==> config.mk <==
export PLATFORM = sky130hd
export DESIGN_NAME = rca_io_channel_array
export DESIGN_NICKNAME = d
export VERILOG_FILES = /design/src/rtl/rca_io_pkg.sv /design/src/rtl/rca_io_channel.sv /design/src/rtl/rca_io_channel_array.sv
export SDC_FILE = /design/constraint.sdc
export NUM_CORES = 1
export LEC_CHECK = 0
export CORE_MARGIN = 2
export CORE_UTILIZATION = 25
export CTS_CLUSTER_SIZE = 8
export DETAILED_ROUTE_END_ITERATION = 10
export SLEW_MARGIN = 20
export SYNTH_ARGS = -nofsm -noshare
export SYNTH_HDL_FRONTEND = slang
export SYNTH_SLANG_ARGS = --single-unit
==> constraint.sdc <==
create_clock -name clk -period 3.05 [get_ports clk]
set_input_delay 0.305 -clock clk [delete_from_list [all_inputs] [get_ports clk]]
set_output_delay 0.305 -clock clk [all_outputs]
set_load 0.02 [all_outputs]
==> src/rtl/rca_io_pkg.sv <==
`default_nettype none
// ============================================================================
// Module   : rca_io_pkg
// Brief    : Shared types and helpers for the RCA grid I/O channel array.
// Revision : 1.0 - initial release
// ============================================================================
package rca_io_pkg;

    // Per-channel I/O mode; RSVD is decoded as passthrough.
    typedef enum logic [1:0] {
        PASS = 2'd0,
        FIFO = 2'd1,
        REG  = 2'd2,
        RSVD = 2'd3
    } io_mode_t;

    // Width needed to hold 0..depth inclusive.
    function automatic int cnt_w(input int depth);
        return $clog2(depth) + 1;
    endfunction

endpackage
`default_nettype wire

==> src/rtl/rca_io_channel.sv <==
`default_nettype none
// ============================================================================
// Module   : rca_io_channel
// Brief    : One grid I/O channel: output FIFO, LS request counter, one-cycle
//            register stage, sticky error flags and the mode output mux.
// Revision : 1.0 - initial release
// ============================================================================
module rca_io_channel
    import rca_io_pkg::*;
#(
    parameter int DATA_W     = 32,
    parameter int FIFO_DEPTH = 4,
    parameter int CNT_W      = cnt_w(FIFO_DEPTH)
) (
    input  logic              clk,
    input  logic              rst,
    input  logic              data_valid_in,
    input  logic [DATA_W-1:0] data_in,
    input  logic [1:0]        mode,
    input  logic              flush,
    input  logic              fifo_pop,
    input  logic              new_ls_request,
    input  logic              ls_request_ack,
    input  logic              stall,
    input  logic              err_clr,
    output logic              data_valid_out,
    output logic [DATA_W-1:0] data_out,
    output logic [CNT_W-1:0]  fifo_count,
    output logic              fifo_full,
    output logic              ls_requested,
    output logic              overflow,
    output logic              underflow
);

    localparam int               c_PTR_W = $clog2(FIFO_DEPTH);
    localparam logic [CNT_W-1:0] c_DEPTH = CNT_W'(FIFO_DEPTH);

    logic [DATA_W-1:0]  r_mem [FIFO_DEPTH];
    logic [c_PTR_W-1:0] r_wr_ptr;
    logic [c_PTR_W-1:0] r_rd_ptr;
    logic [CNT_W-1:0]   r_count;
    logic [CNT_W-1:0]   r_ls_cnt;
    logic               r_reg_valid;
    logic [DATA_W-1:0]  r_reg_data;
    logic               r_overflow;
    logic               r_underflow;

    io_mode_t           w_mode;
    logic               w_is_fifo;
    logic               w_is_reg;
    logic               w_full;
    logic               w_not_empty;
    logic               w_push_try;
    logic               w_push;
    logic               w_pop;
    logic               w_ovf_evt;
    logic               w_udf_evt;
    logic               w_ack_udf;
    logic [CNT_W-1:0]   w_ls_next;

    assign w_mode      = io_mode_t'(mode);
    assign w_is_fifo   = (w_mode == FIFO);
    assign w_is_reg    = (w_mode == REG);
    assign w_full      = (r_count == c_DEPTH);
    assign w_not_empty = (r_count != '0);

    // A pop on a full FIFO frees the slot, so a same-cycle push is accepted.
    assign w_push_try = data_valid_in && w_is_fifo && !stall;
    assign w_push     = w_push_try && (!w_full || fifo_pop);
    assign w_pop      = fifo_pop && w_not_empty;
    assign w_ovf_evt  = w_push_try && w_full && !fifo_pop;
    assign w_udf_evt  = (fifo_pop && !w_not_empty) || w_ack_udf;

    // LS counter next value: saturates at depth, holds at zero, frozen on stall.
    always_comb begin
        w_ls_next = r_ls_cnt;
        w_ack_udf = 1'b0;
        if (!stall) begin
            if (new_ls_request && !ls_request_ack) begin
                if (r_ls_cnt != c_DEPTH) begin
                    w_ls_next = r_ls_cnt + CNT_W'(1);
                end
            end else if (ls_request_ack && !new_ls_request) begin
                if (r_ls_cnt == '0) begin
                    w_ack_udf = 1'b1;
                end else begin
                    w_ls_next = r_ls_cnt - CNT_W'(1);
                end
            end
        end
    end

    // FIFO storage; stale entries are harmless because count gates visibility.
    always_ff @(posedge clk) begin
        if (w_push) begin
            r_mem[r_wr_ptr] <= data_in;
        end
    end

    // Pointers, occupancy, LS counter and REG valid; flush overrides traffic.
    always_ff @(posedge clk) begin
        if (rst || flush) begin
            r_wr_ptr    <= '0;
            r_rd_ptr    <= '0;
            r_count     <= '0;
            r_ls_cnt    <= '0;
            r_reg_valid <= 1'b0;
        end else begin
            if (w_push) begin
                r_wr_ptr <= r_wr_ptr + c_PTR_W'(1);
            end
            if (w_pop) begin
                r_rd_ptr <= r_rd_ptr + c_PTR_W'(1);
            end
            r_count     <= r_count + CNT_W'(w_push) - CNT_W'(w_pop);
            r_ls_cnt    <= w_ls_next;
            r_reg_valid <= w_is_reg && data_valid_in && !stall;
        end
    end

    // REG stage data holds its last capture until the next one.
    always_ff @(posedge clk) begin
        if (rst) begin
            r_reg_data <= '0;
        end else if (w_is_reg && data_valid_in && !stall) begin
            r_reg_data <= data_in;
        end
    end

    // Sticky error flags; a same-cycle event beats err_clr.
    always_ff @(posedge clk) begin
        if (rst) begin
            r_overflow  <= 1'b0;
            r_underflow <= 1'b0;
        end else begin
            if (w_ovf_evt) begin
                r_overflow <= 1'b1;
            end else if (err_clr) begin
                r_overflow <= 1'b0;
            end
            if (w_udf_evt) begin
                r_underflow <= 1'b1;
            end else if (err_clr) begin
                r_underflow <= 1'b0;
            end
        end
    end

    // Output mux follows the current mode; PASS/RSVD is purely combinational.
    always_comb begin
        data_valid_out = data_valid_in;
        data_out       = data_in;
        if (w_is_fifo) begin
            data_valid_out = w_not_empty;
            data_out       = r_mem[r_rd_ptr];
        end else if (w_is_reg) begin
            data_valid_out = r_reg_valid;
            data_out       = r_reg_data;
        end
    end

    assign fifo_count   = r_count;
    assign fifo_full    = w_full;
    assign ls_requested = (r_ls_cnt != '0);
    assign overflow     = r_overflow;
    assign underflow    = r_underflow;

endmodule
`default_nettype wire

==> src/rtl/rca_io_channel_array.sv <==
`default_nettype none
// ============================================================================
// Module   : rca_io_channel_array
// Brief    : NUM_CH independent grid I/O channels; only stall, err_clr, clk
//            and rst are shared between channels.
// Revision : 1.0 - initial release
// ============================================================================
module rca_io_channel_array
    import rca_io_pkg::*;
#(
    parameter int NUM_CH     = 4,
    parameter int DATA_W     = 32,
    parameter int FIFO_DEPTH = 4,
    parameter int CNT_W      = cnt_w(FIFO_DEPTH)
) (
    input  logic                     clk,
    input  logic                     rst,
    input  logic [NUM_CH-1:0]        data_valid_in,
    input  logic [NUM_CH*DATA_W-1:0] data_in,
    input  logic [NUM_CH*2-1:0]      mode,
    input  logic [NUM_CH-1:0]        flush,
    input  logic [NUM_CH-1:0]        fifo_pop,
    input  logic [NUM_CH-1:0]        new_ls_request,
    input  logic [NUM_CH-1:0]        ls_request_ack,
    input  logic                     stall,
    input  logic                     err_clr,
    output logic [NUM_CH-1:0]        data_valid_out,
    output logic [NUM_CH*DATA_W-1:0] data_out,
    output logic [NUM_CH*CNT_W-1:0]  fifo_count,
    output logic [NUM_CH-1:0]        fifo_full,
    output logic [NUM_CH-1:0]        ls_requested,
    output logic [NUM_CH-1:0]        overflow,
    output logic [NUM_CH-1:0]        underflow
);

    // One channel instance per grid I/O lane, sliced out of the flat buses.
    for (genvar gi = 0; gi < NUM_CH; gi++) begin : g_ch
        rca_io_channel #(
            .DATA_W     (DATA_W),
            .FIFO_DEPTH (FIFO_DEPTH),
            .CNT_W      (CNT_W)
        ) u_ch (
            .clk            (clk),
            .rst            (rst),
            .data_valid_in  (data_valid_in[gi]),
            .data_in        (data_in[gi*DATA_W +: DATA_W]),
            .mode           (mode[gi*2 +: 2]),
            .flush          (flush[gi]),
            .fifo_pop       (fifo_pop[gi]),
            .new_ls_request (new_ls_request[gi]),
            .ls_request_ack (ls_request_ack[gi]),
            .stall          (stall),
            .err_clr        (err_clr),
            .data_valid_out (data_valid_out[gi]),
            .data_out       (data_out[gi*DATA_W +: DATA_W]),
            .fifo_count     (fifo_count[gi*CNT_W +: CNT_W]),
            .fifo_full      (fifo_full[gi]),
            .ls_requested   (ls_requested[gi]),
            .overflow       (overflow[gi]),
            .underflow      (underflow[gi])
        );
    end

endmodule
`default_nettype wire
* Word-level counts from Yosys, hierarchy flattened *
Memory sizes are Yosys's and may differ from the RTL's. A register that Yosys moved wholly into a read port is not among the register bits.
Index checks and enable logic that the tools add are counted.

operators by class
  add/sub/neg operators = 24
  equality and inequality tests = 24
  multipliers = 0
  div/mod/pow operators = 0
  mux-type cells = 73
  bitwise logic cells = 1
  $lt $le $gt $ge = 0
  reduce and logical (&&, ||, !) cells = 105
  shifts and indexed selects = 0

operator list
  cell                 number
  $mux 32              8
  $mux 3               16
  $logic_and 1x1->1    44
  $mux 1               41
  $reduce_bool 2->1    12
  $reduce_bool 3->1    8
  $logic_not 1->1      21
  $add 2x1->2 const B  8
  $mux 2               8
  $reduce_and 4->1     4
  $add 3x1->3          4
  $add 3x1->3 const B  4
  $eq 3x3->1 const B   4
  $logic_not 3->1      4
  $logic_or 1x1->1     12
  $ne 3x3->1 const B   4
  $sub 3x1->3          4
  $sub 3x1->3 const B  4
  $eq 2x1->1 const B   4
  $eq 2x2->1 const B   4
  $ne 2x1->1 const B   4
  $ne 2x2->1 const B   4
  $not 1->1            1

word-level totals
  memories kept = 4
  register bits = 180
  bits in read-only memories = 0
  latch bits = 0
  memory bits (writable) = 512

memories
  name                words  width  read ports  clocked after Yosys merged registers in  wr ports  RTL line              RTL
  g_ch[0].u_ch.r_mem  4      32     1           1                                        1         rca_io_channel.sv:38  logic [DATA_W-1:0] r_mem [FIFO_DEPTH];
  g_ch[1].u_ch.r_mem  4      32     1           1                                        1         rca_io_channel.sv:38
  g_ch[2].u_ch.r_mem  4      32     1           1                                        1         rca_io_channel.sv:38
  g_ch[3].u_ch.r_mem  4      32     1           1                                        1         rca_io_channel.sv:38

* Depth between registers and ports, before layout *
Gate-level depths: netlist of the first run.

  word-level depth = 7
  gate-level depth with buffers = 10
  mapped depth without buffers = 10

* Cells and area by module *
From an unflattened synthesis of the first run, not the netlist that was laid out.

unflattened totals
  cells, all modules = 2,040
  area, all modules = 28,259.6 sq um

by module, submodules not included
  module                              sequential area each (sq um)  cells each  instances  area each (sq um)
  rca_io_channel at g_ch[1].u_ch ...  4,784.6                       510         3          7,063.0
  rca_io_channel at g_ch[0].u_ch      4,784.6                       510         1          7,070.5

* Worst setup path after synthesis of the first run *
No wires, ideal clock.

  kind = register -> register
  start = reg g_ch[3].u_ch.r_count[1]
  end = reg g_ch[3].u_ch.r_count[2]
  slack = 0.726 ns
  clock period less this slack = 2.324 ns
  arrival time = 2.196 ns
  path buffers = 0
  cell stages (with the launch flop) = 11
  path through = dfxtp_1 > or3_1 > and2_1 > ha_1 > inv_1 > ha_1 > inv_1 > fa_1 > xor2_1 > xnor2_1 > nor2_1

RTL lines
  item                    RTL line               RTL
  from (decl)             rca_io_channel.sv:41   logic [CNT_W-1:0] r_count;
  from (signal assigned)  rca_io_channel.sv:115  r_count <= r_count + CNT_W'(w_push) - CNT_W'(w_pop);
  $reduce_bool 3->1       rca_io_channel.sv:65   assign w_not_empty = (r_count != '0);
  $logic_and 1x1->1       rca_io_channel.sv:70   assign w_pop = fifo_pop && w_not_empty;
  net g_ch[3].u_ch.w_pop  rca_io_channel.sv:55   logic w_pop;
  $sub 3x1->3             rca_io_channel.sv:115

The timed path passes the listed nets, and every way through them passes these cells.
A chain may end at the register's enable or synchronous reset.

==> summary.md, run 1 <==
The worst hold path cell count is 2, and the number of standard cells in the final layout excluding fillers is 3978. Detailed placement ended at an HPWL of 47300 um. The logs give 0 for the antenna cell count and 2.62 ns for the worst endpoint data arrival time.

The detailed-route vias per instance came out at 4.46. The number of endpoints with negative hold slack in the final report is 0. The post-synthesis instance area is 28200 um2.

The category of the critical setup timing path was flip-flop to output port. In the finished design, the share of the clock period the worst path needs comes to 96.0%. Setup repair after global routing left no endpoint under its margin. The post-route total power is 22.7 mW. On the critical path the largest part of the delay comes from buffers and inverters. The utilization of the core after routing is 32.8%, and the number of failing setup endpoints in the final timing report is 0. The flow ran to the end, and the final reports show no timing, DRC or antenna violations.

The tools report the nature of the critical path startpoint as a flip-flop. Yosys printed 0 warnings. The number of vias in the routed layout is 17741. In the global route stage, met2 resource usage came out at 19.7%.

The tools report the post-synth net total as 2228. The tools report the leakage component of the power as 12.1 nW. For the finished layout, the period the worst path requires is 2.93 ns. After clock tree synthesis, the clock-pin slew on the worst setup and hold paths is 0.05 ns. Clock latency on the worst-skew pair, taken at its later pin, is 0.69 ns. Of all flip-flops after synthesis, the portion carrying an async set or reset was 0%.

The transition at the pin with the smallest max-transition slack is 0.753 ns, and the highest cell delay on the worst timing path is 0.54 ns. For this configuration, the core starts out at a cell density of 25.1%. Counting buffers and inverters, the worst setup path is 5 cells deep. The number of cells on the worst reg-to-reg path is 11. The critical path buffer and inverter count came out at 2. The most used flip-flop cell after synthesis is edfxtp_1. The number of buffers added by the clock tree synthesis step came out at 100. VDD sags by at most 0.431 mV. The tools report the number of levels the H-tree was split into as 3.

On the critical path, the stage with the largest delay is an instance of clkdlybuf4s50_1. Global routing used 16.5% of the available met1 tracks. The global placement routability congestion was 0.775.

The floorplan step set the die height to 340 um. The placed instances occupy a cell area of 33500 um2. In this run the deepest clock path goes through 3 buffers.

Compared with the post-synthesis result, the final layout area differs by 30.5%. The number of enable-type register cells in the synthesized netlist was 512. Cells with a size suffix above 1 make up 14.6% of the layout. For this run, the post-layout net count is 2588.

Among the stages of the critical path, the cell type that occurs most often is nor2_1. Entering global routing, the biggest net connects 46 pins. The count of buffers added on input and output ports is 319.

The tightest min-delay check is of the input port to flip-flop type. The DRC marker count from the first detailed-route iteration was 1141; the share of synthesized area occupied by flip-flops and latches was 68.0%. Post-synthesis sequential element count: 700. The core area came out at 112000 um2.

Dividing total power by cell area gives a power density of 617 nW/um2. The tools report the I/O pin count as 320. With fillers left out, the area of the finished cells amounts to 36700 um2. After detailed routing, the number of remaining DRC violations is 0. TritonCTS built the clock tree.

The count of pins over their slew limit is 0, and the remaining antenna violation count after routing is 0. The met3 track utilization from global routing is 3.60%. The total global routing overflow came out at 0.

Traced cell by cell, the critical path runs through bufbuf_16, mux4_2, nor2_1, nor2_1, clkdlybuf4s50_1. The max-slew headroom at the worst pin was 49.8%; the number of different library cells in the post-synthesis netlist was 44. The tools report the required time of the critical path as 2.74 ns. The wire length of the first global-routing pass is 112000 um. For the count of maximum capacitance violations, the log shows 0.

The initial antenna violation count is 8, and the number of optimization iterations in the first detailed-route pass is 6. The tree built by TritonCTS fans out to 700 sinks. For this run, the total global-route usage over all layers was measured as 12.5%.

Wires add up to 73500 um. STA classifies the critical path endpoint as an output port. Synthesis produced 2034 cells.

The via count of the first global-routing pass is 17874, and the number of standard-cell rows in the floorplan is 123. Based on the critical path, the design can be clocked at up to 0.341 GHz. The clock arrives with 0.0542 ns of skew. The tools report the clock tree root buffer cell as clkbuf_16. The maximum fanout along the worst path was 13; the x dimension of the die was 340 um.

For the final routed database, the setup TNS stands at 0 ns. After global routing, the most crowded layer is met2. The average footprint of a synthesized cell is 13.8 um2. The number of placed instances, taps included is 3786, and the final routed wire length divided by cell count is 18.5 um. Total die area: 115000 um2.
[layout by cell type (no fill, tap or decap), types with 22 or more instances in the layout]
cell type and count:
buf_4 46, clkbuf_1 70, nand2_1 272, dfxtp_1 182
ha_1 26, nor2_1 311, buf_12 33, a21oi_1 133
mux4_2 128, clkbuf_16 101, inv_1 28, o22ai_1 127
edfxtp_1 512, dlymetal6s2s_1 24, clkdlybuf4s50_1 289, and2_1 22
[registers in the layout, summed over array words and instances (netlist names), named ones only]
name,flops
g_ch.u_ch.fifo_count,12
g_ch.u_ch.overflow,4
g_ch.u_ch.r_ls_cnt,12
g_ch.u_ch.r_mem,512
g_ch.u_ch.r_rd_ptr,8
g_ch.u_ch.r_reg_data,128
g_ch.u_ch.r_reg_valid,4
g_ch.u_ch.r_wr_ptr,8
g_ch.u_ch.underflow,4
[worst register-to-register path: cells and delay by family, from the launching register on]
kind          cells  cell delay [ns]
flops             1             0.62
fa+ha+maj         3             0.79
buf+inv           3             0.29
xor+xnor          2             0.31
simple gates      3             0.34
[timing repair]
action                     in CTS  in global routing
setup buffers                   1                  3
gates resized for setup        13                 25
gates cloned                    2                  0
setup endpoints to repair      93                 31
hold endpoints to repair        0                  0
hold buffers                    0                  0
[kinds of logic (layout without fill, tap and decap cells)]
| group | count (synthesis) | after routing | synth area share [%] |
|---|---|---|---|
| simple gates | 671 | 671 | 9.81 |
| buf+inv | 170 | 614 | 2.87 |
| compound gates | 286 | 286 | 5.91 |
| mux | 141 | 141 | 10.7 |
| xor+xnor | 32 | 32 | 0.995 |
| flops | 700 | 700 | 68.0 |
| fa+ha+maj | 34 | 34 | 1.72 |
[layout make-up]
| class | instances | area [um2] |
|---|---|---|
| clock buffer | 175 | 2850 |
| timing repair buffer | 400 | 4320 |
| clock inverter | 11 | 210 |
| inverter | 28 | 105 |
| multi-input combinational | 1164 | 8230 |
| sequential | 700 | 19200 |
| fill | 11055 | 75300 |
| tap | 1500 | 1880 |
[through the flow]
step	hold WS (ns)	setup WS, ns
after floorplan	0.404	0.726
after global placement	0.441	0.282
after detailed placement	0.446	0.291
after CTS	0.00425	0.000943
after global routing	0.0197	0.00130
final	0.0547	0.121
[power breakdown]
group | switching, mW | internal, mW | total, mW
clock network | 4.17 | 6.39 | 10.6
registers | 0.0473 | 10.3 | 10.4
logic | 0.988 | 0.787 | 1.78
total | 5.20 | 17.5 | 22.7
[synthesized netlist by cell type, types with 2 or more instances]
| master | n | share of area [%] |
|---|---|---|
| o22ai_1 | 127 | 2.8 |
| xor2_1 | 13 | 0.40 |
| fa_1 | 8 | 0.57 |
| edfxtp_1 | 512 | 55 |
| mux2_2 | 4 | 0.16 |
| o21ai_0 | 9 | 0.16 |
| nor3_1 | 7 | 0.12 |
| and3_1 | 2 | 0.044 |
| buf_2 | 45 | 0.80 |
| nand2_1 | 272 | 3.6 |
| buf_1 | 27 | 0.36 |
| dfxtp_1 | 188 | 13 |
| nor2_1 | 316 | 4.2 |
| nor3_2 | 4 | 0.14 |
| xnor2_1 | 19 | 0.59 |
| mux4_2 | 128 | 10 |
| a211oi_1 | 2 | 0.053 |
| ha_1 | 26 | 1.2 |
| nor2b_1 | 4 | 0.089 |
| a221oi_2 | 3 | 0.16 |
| nor3b_1 | 2 | 0.053 |
| a21oi_1 | 133 | 2.4 |
| or3_1 | 4 | 0.089 |
| nand3b_1 | 3 | 0.080 |
| mux2i_1 | 9 | 0.32 |
| inv_1 | 28 | 0.37 |
| buf_4 | 30 | 0.80 |
| clkbuf_1 | 40 | 0.53 |
| or2_2 | 6 | 0.13 |
| a31o_2 | 2 | 0.062 |
| or2_1 | 2 | 0.044 |
| nand2b_1 | 18 | 0.40 |
| and2_1 | 22 | 0.49 |
| nor4b_1 | 4 | 0.12 |
| a221oi_1 | 3 | 0.093 |
| a22oi_1 | 4 | 0.11 |
[final timing paths]
check                                               start                                 endpoint  slack, ns
setup / recovery                                flip-flop                             data_out[12]       0.12
hold / removal                                        rst      g_ch[0].u_ch.underflow$_SDFFE_PP0P_       0.05
hold reg to reg   g_ch[3].u_ch.r_reg_data[3]$_SDFFE_PP0P_  g_ch[3].u_ch.r_reg_data[3]$_SDFFE_PP0P_       0.45
setup reg to reg    g_ch[1].u_ch.fifo_count[1]$_SDFF_PP0_    g_ch[1].u_ch.fifo_count[2]$_SDFF_PP0_       0.58
[metal layers]
layer	share of wire (%)	up-vias
met5	0.12	-
li1	-	8203
met4	2.5	14
met3	7.5	142
met1	44	8828
met2	46	554
Power figures use the tool's default switching activity.
==> run 2: changes to the inputs <==
--- a/config.mk
+++ b/config.mk
@@ -9,6 +9,9 @@
 export CORE_UTILIZATION = 25
 export CTS_CLUSTER_SIZE = 8
 export DETAILED_ROUTE_END_ITERATION = 10
+export GPL_ROUTABILITY_DRIVEN = 0
+export RECOVER_POWER = 25
+export SETUP_SLACK_MARGIN = 0.15
 export SLEW_MARGIN = 20
 export SYNTH_ARGS = -nofsm -noshare
 export SYNTH_HDL_FRONTEND = slang
==> run 2 against run 1 <==
  * Combinational power decreased by 6%
  * Power is 0.47% lower
  * Sequential cell count did not move
  * Clock power about the same
  * Wire length hardly changed
  * Register-to-register slack improved by 0.07 ns
  * Global-route usage hardly changed
  * Clock skew grew 0.0012 ns
  * Critical path depth unchanged
  * Highest routed layer unchanged
==> summary.md, run 2 (synthesis gave the netlist of run 1 again) <==
The number of levels the H-tree was split into was 3; the area added between synthesis and finish was 30.2%. The worst hold path class is input port to flip-flop. Final setup TNS: 0 ns. The nature of the critical path startpoint was a flip-flop. The die is 340 um tall. For the final database, setup skew stands at 0.0554 ns.

Hold path startpoint: rst. The tools report the internal power of the cells as 17.4 mW. The remaining antenna violation count after routing is 0.

The largest registers in the layout are g_ch.u_ch.r_mem x512, g_ch.u_ch.r_reg_data x128. The transition at the pin with the smallest max-transition slack came out at 0.761 ns. In this run the critical register-to-register path is launched from g_ch[1].u_ch.fifo_count[2]$_SDFF_PP0_. The tools report the endpoint type of the worst setup path as an output port.

The core region is 112000 um2. The commonest non-fill, non-tap cell in the layout is edfxtp_1. The relative contribution of sequential cells to total power was 45.8%. Port buffering added 319 buffers. The power share of the combinational group was 7.4%; the switching power as a share of total power was 23.0%. Setup repair after global routing left no endpoint under its margin.

Entering global routing, the biggest net connects 46 pins. The tree is rooted in a clkbuf_16. The x dimension of the die is 340 um. The switching power summed over all nets came out at 5.20 mW. The share of total power dissipated in the clock network is 46.8%. The required time of the critical path is 2.74 ns, and the clock transition at the register clock pins on the worst setup and hold paths after CTS is 0.05 ns. The fraction of the cycle the final worst path needs works out to 91.3%. The number of standard-cell rows in the floorplan is 123, and the number of vias in the routed layout is 17733.

The run gives 0 as the residual DRC count. For this block, the routed nets add up to 73400 um of wire. Counting tap cells, the placed design contains a total of 3786 instances. Counting flops per register, the top entry is g_ch.u_ch.r_mem. The first detailed-routing pass took 5 iterations. The initial antenna violation count is 14.

Once detailed placement completed, the half-perimeter wirelength came to 47300 um. The worst path in the final design needs a cycle of 2.79 ns, including I/O delays and setup. Data arrives at the worst endpoint at 2.48 ns.

For the worst-skew pair, the clock arrives at the later sink with an insertion delay of 0.69 ns. The flow ran to the end, and the final reports show no timing, DRC or antenna violations. Along the worst hold path, the cell count comes to 2. The number of flip-flops under the largest register name came out at 512.

For this run, the number of standard cells in the final layout without fillers is 3986. The clock passes through at most 3 buffers. For this configuration, the core starts out at a cell density of 25.1%.

Of all nets on the critical path, the largest fanout is 10. Wire length of the first global-routing pass: 112000 um. For the number of endpoints with negative hold slack in the final report, the log shows 0. Capture point of the worst reg-to-reg path: g_ch[1].u_ch.fifo_count[2]$_SDFF_PP0_. Global routing used 12.6% of the available tracks across all layers. Setup violations remaining at the end of the flow were counted as 0. The via count of the first global-routing pass came out at 17930. Measured in cells, the most critical reg-to-reg path has a length of 11. Counting the buffers created by CTS gives 100. The final layout contains 2593 nets. The total die area is 115000 um2, and the total number of clock tree sinks is 700.

In this run the count of I/O pins placed on the die edge is 320. TritonCTS built the clock tree. The detailed-route vias per instance came out at 4.45.

After detailed routing, the average wire length per cell comes to 18.4 um. The path with the worst hold slack has its endpoint at g_ch[0].u_ch.underflow$_SDFFE_PP0P_. In the layout the commonest cells are edfxtp_1 (512), nor2_1 (310), nand2_1 (272), dfxtp_1 (181), a21oi_1 (133). The tools report the DRC marker count from the first detailed-route iteration as 1062. For flop-to-flop paths, the worst setup slack is 0.65 ns.

Across the VDD grid, the largest voltage drop is 0.430 mV. The total global routing overflow came out at 0. The worst setup path is of the flip-flop to output port kind. The logs give 0 for the count of pins over their slew limit and 0.359 GHz for the peak clock frequency supported by timing.

The total power density per cell area was 616 nW/um2. Cells with a size suffix above 1 make up 14.9% of the layout. Leakage component of the power: 12.2 nW. The count of maximum capacitance violations was 0. The max-slew headroom at the worst pin was 49.3%.
[run 2: cell types whose count changed in the layout (fill, tap and decap cells not counted), sizes merged]
cell,change
diode,+3
bufbuf,-1
dlygate4sd2,+88
dlymetal6s2s,-4
clkdlybuf4s50,-176
dlygate4sd3,+92
clkbuf,+1
buf,+5
[run 2: worst max path at each step]
stage                                          startpoint                                    end  slack (ns)  cells past startpoint
floorplan           g_ch[3].u_ch.fifo_count[1]$_SDFF_PP0_  g_ch[3].u_ch.fifo_count[2]$_SDFF_PP0_        0.73                     10
global placement    g_ch[0].u_ch.fifo_count[0]$_SDFF_PP0_  g_ch[0].u_ch.fifo_count[2]$_SDFF_PP0_        0.28                      8
detailed placement                                mode[4]                           data_out[73]        0.29                      6
CTS                                             flip-flop                           data_out[29]        0.04                      5
global route                                    flip-flop                           data_out[71]        0.15                      5
finish                                          flip-flop                           data_out[71]        0.26                      5
[run 2: critical path: stages (launching register included)]
cell and delay [ns]:
dfxtp_4 0.43, buf_12 0.17, mux4_2 0.50, nor2_1 0.14
nor2_1 0.06, clkdlybuf4s50_1 0.53
[run 2: through the flow]
step / hold WS [ns] / utilization [%] / worst slack (ns) / total power [mW] / cell area (um2)
final: 0.0642 / 32.7 / 0.265 / 22.6 / 36700
after global routing: 0.0197 / 32.7 / 0.153 / 23.4 / 36700
after floorplan: 0.404 / - / 0.726 / 11.4 / 28200
after global placement: 0.441 / 29.9 / 0.282 / 12.3 / 33500
after detailed placement: 0.446 / 29.9 / 0.291 / 12.3 / 33500
after CTS: 0.00425 / 32.7 / 0.0359 / 22.9 / 36600
[run 2: layer usage]
| metal | vias to the layer above | track usage, % | routed length [um] | part of all wire (%) |
|---|---|---|---|---|
| li1 | 8215 | - | - | - |
| met1 | 8775 | 16.5 | 31700 | 43 |
| met2 | 590 | 19.8 | 34300 | 47 |
| met3 | 137 | 3.60 | 5630 | 7.7 |
| met4 | 16 | 4.36 | 1700 | 2.3 |
| met5 | - | 0 | 97 | 0.13 |
[run 2: power groups by stage]
stage | registers, mW | clock network (mW) | logic [mW]
2_1_floorplan | 10.5 | 0 | 0.830
3_3_place_gp | 10.5 | 0 | 1.78
3_5_place_dp | 10.5 | 0 | 1.79
4_1_cts | 10.3 | 10.9 | 1.72
5_1_grt | 10.3 | 11.3 | 1.81
6_report | 10.4 | 10.6 | 1.67
[run 2: layout make-up]
cell class              instances  area (um2)
diodes                          3        7.51
clock buffers                 175        2850
clock inverters                11         210
fillers                     11103       75400
inverters                      28         105
multi-input cells            1164        8240
flip-flops and latches        700       19200
well taps                    1500        1880
repair buffers                405        4230
[run 2: timing repair]
item | 4_1_cts | 5_1_grt
endpoints found under the setup margin | 119 | 27
gates resized for setup | 102 | 26
cloned | 2 | 0
hold buffers | 0 | 0
setup buffers | 6 | 3
==> run 3: changes to the inputs <==
--- a/config.mk
+++ b/config.mk
@@ -10,6 +10,7 @@
 export CTS_CLUSTER_SIZE = 8
 export DETAILED_ROUTE_END_ITERATION = 10
 export GPL_ROUTABILITY_DRIVEN = 0
+export MAX_ROUTING_LAYER = met4
 export RECOVER_POWER = 25
 export SETUP_SLACK_MARGIN = 0.15
 export SLEW_MARGIN = 20
==> run 3 against run 2 <==
  * Critical path depth unchanged
  * Sequential power about the same
  * Sequential share of layout area about the same
  * Non-clock buffer count unchanged
  * Final area about the same
  * Via count about the same
  * Largest cell class unchanged
  * Highest routed layer is now met4
==> summary.md, run 3 (synthesis gave the netlist of run 1 again) <==
The flow ran to the end, and the final reports show no timing, DRC or antenna violations. Highest ir drop seen on vdd: 0.430 mV. The family with the most delay on the worst path was buffers and inverters. In the final layout, the registers with the most flip-flops are g_ch.u_ch.r_mem x512, g_ch.u_ch.r_reg_data x128.

The floorplan step set the die width to 340 um. The tools report the final setup skew as 0.0541 ns. The highest cell delay on the worst timing path was 0.53 ns. CTS saw 700 sinks. For this configuration, the core starts out at a cell density of 25.1%. The tools report the number of standard-cell rows in the floorplan as 123. The total global routing overflow was 0; the number of optimization iterations in the first detailed-route pass was 5. The path class of the tightest hold or removal check is input port to flip-flop. Setup repair after global routing left no endpoint under its margin. The initial antenna violation count was 13; the transition at the pin with the smallest max-transition slack was 0.752 ns. In this run the remaining antenna-violating nets after routing total 0. Walking the worst path, the cells encountered are buf_12, mux4_2, nor2_1, nor2_1, clkdlybuf4s50_1. The library cell used most frequently in the layout, excluding fill and tap cells, is edfxtp_1.

The root buffer cell chosen for the clock tree is clkbuf_16. The nature of the critical path startpoint was a flip-flop. Fraction of the cycle the final worst path needs: 91.5%. The placed instances occupy a cell area of 33500 um2. After the last flow step, the layout net total stands at 2593.

The final critical-path required period came out at 2.79 ns. The run gives 12.2 nW as the leakage component of the power. The total die area came out at 115000 um2. The run gives 2.74 ns as the required time of the critical path. Number of buffers added by the clock tree synthesis step: 100. TritonCTS built the clock tree. The post-route total power was 22.6 mW; the critical path buffer and inverter count was 2. The slowest cell on the critical path is clkdlybuf4s50_1.

The post-route netlist has 14.9% of its cells at a drive strength greater than 1. The clock reaches the later pin of the worst-skew pair after 0.69 ns. The tool flagged a number of max-cap violations equal to 0. For this block, the via count after detailed routing is 17723. Dividing the detail-routed via count by the number of cells gives 4.44. The aggregate routed wire length is 73600 um, and the clock transition at the register clock pins on the worst setup and hold paths after CTS is 0.05 ns. The longest clock path from root to sink contains 3 buffers.

Global routing used 13.0% of the available tracks across all layers. The clock tree synthesis step divided the H-tree into 3 levels. In the layout the commonest cells are edfxtp_1 (512), nor2_1 (310), nand2_1 (272), dfxtp_1 (181), a21oi_1 (133).

The number of failing setup endpoints in the final timing report came out at 0. The vertical die dimension came out at 340 um. The tools report the count of pins over their slew limit as 0. The worst hold path begins at rst. In this run the power density over the cells is 616 nW/um2.

Detailed placement ended at an HPWL of 47300 um. The finished cells cover 36700 um2. The maximum number of pins on one net before global-route repair is 46. The category of the critical setup timing path was flip-flop to output port.

The run gives 2.49 ns as the worst endpoint data arrival time. Among the stages of the critical path, the cell type that occurs most often is nor2_1. Via count of the first global-routing pass: 17923.

The number of endpoints with negative hold slack in the final report was 0; the core area was 112000 um2. The most flop-heavy register is g_ch.u_ch.r_mem. In the routed design, unresolved DRC markers number 0.

I/O pin count: 320. In this run, the number of DRC markers left after iteration 0 of detailed routing was 1029. The final setup TNS was 0 ns. For the wire length of the first global-routing pass, the log shows 112000 um. The startpoint identified for the worst register-to-register timing path is g_ch[1].u_ch.fifo_count[2]$_SDFF_PP0_. The max-slew headroom at the worst pin is 49.9%, and the area added between synthesis and finish is 30.3%. The peak clock frequency supported by timing was 0.358 GHz; the final routed wire length divided by cell count was 18.4 um. The register with the most flip-flops in the layout has 512 of them.

The tools report the endpoint type of the worst setup path as an output port. Of all nets on the critical path, the largest fanout is 10. In this run the tool buffered the top-level ports with 319 buffer cells.
==> run 3: final cells by class <==
cell class / instances / area, um2
Tap cell: 1500 / 1880
Sequential cell: 700 / 19200
Timing Repair Buffer: 405 / 4230
Multi-Input combinational cell: 1164 / 8240
Clock inverter: 11 / 210
Inverter: 28 / 105
Antenna cell: 12 / 30.0
Fill cell: 11100 / 75300
Clock buffer: 175 / 2850
==> run 3: final timing paths <==
kind | slack [ns] | depth (start not counted) | endpoint
setup / recovery | 0.26 | 5 | data_out[71]
setup reg to reg | 0.63 | 11 | g_ch[1].u_ch.fifo_count[2]$_SDFF_PP0_
hold / removal | 0.06 | 2 | g_ch[0].u_ch.underflow$_SDFFE_PP0P_
hold reg to reg | 0.45 | 2 | g_ch[3].u_ch.r_reg_data[3]$_SDFFE_PP0P_
==> run 3: routing by layer <==
metal	track usage, %	vias to the layer above	part of all wire, %
met5	-	-	0
met1	16.5	8805	44
met3	3.49	129	7.4
li1	-	8229	-
met4	4.36	0	2.3
met2	19.9	560	47
==> run 3: timing repair <==
item                                    4_1_cts  5_1_grt
hold buffers                                  0        0
endpoints found under the setup margin      119       26
pin swaps                                     0        0
hold endpoints to repair                      0        0
gates resized for setup                     102       25
buffers inserted                              6        3
gates cloned                                  2        0
==> run 3: through the flow <==
| stage | instances | hold WS, ns | setup WS, ns | utilization, % |
|---|---|---|---|---|
| floorplan | 2034 | 0.404 | 0.726 | - |
| global placement | 3786 | 0.441 | 0.282 | 29.9 |
| detailed placement | 3786 | 0.446 | 0.291 | 29.9 |
| CTS | 3980 | 0.00425 | 0.0359 | 32.7 |
| global route | 3992 | 0.0198 | 0.151 | 32.7 |
| finish | 3995 | 0.0560 | 0.259 | 32.7 |
==> run 3: where the power goes <==
group / total, mW / switching [mW] / leakage, nW / internal (mW)
logic: 1.67 / 0.983 / 4.63 / 0.686
clock network: 10.6 / 4.17 / 1.45 / 6.39
registers: 10.4 / 0.0472 / 6.14 / 10.3
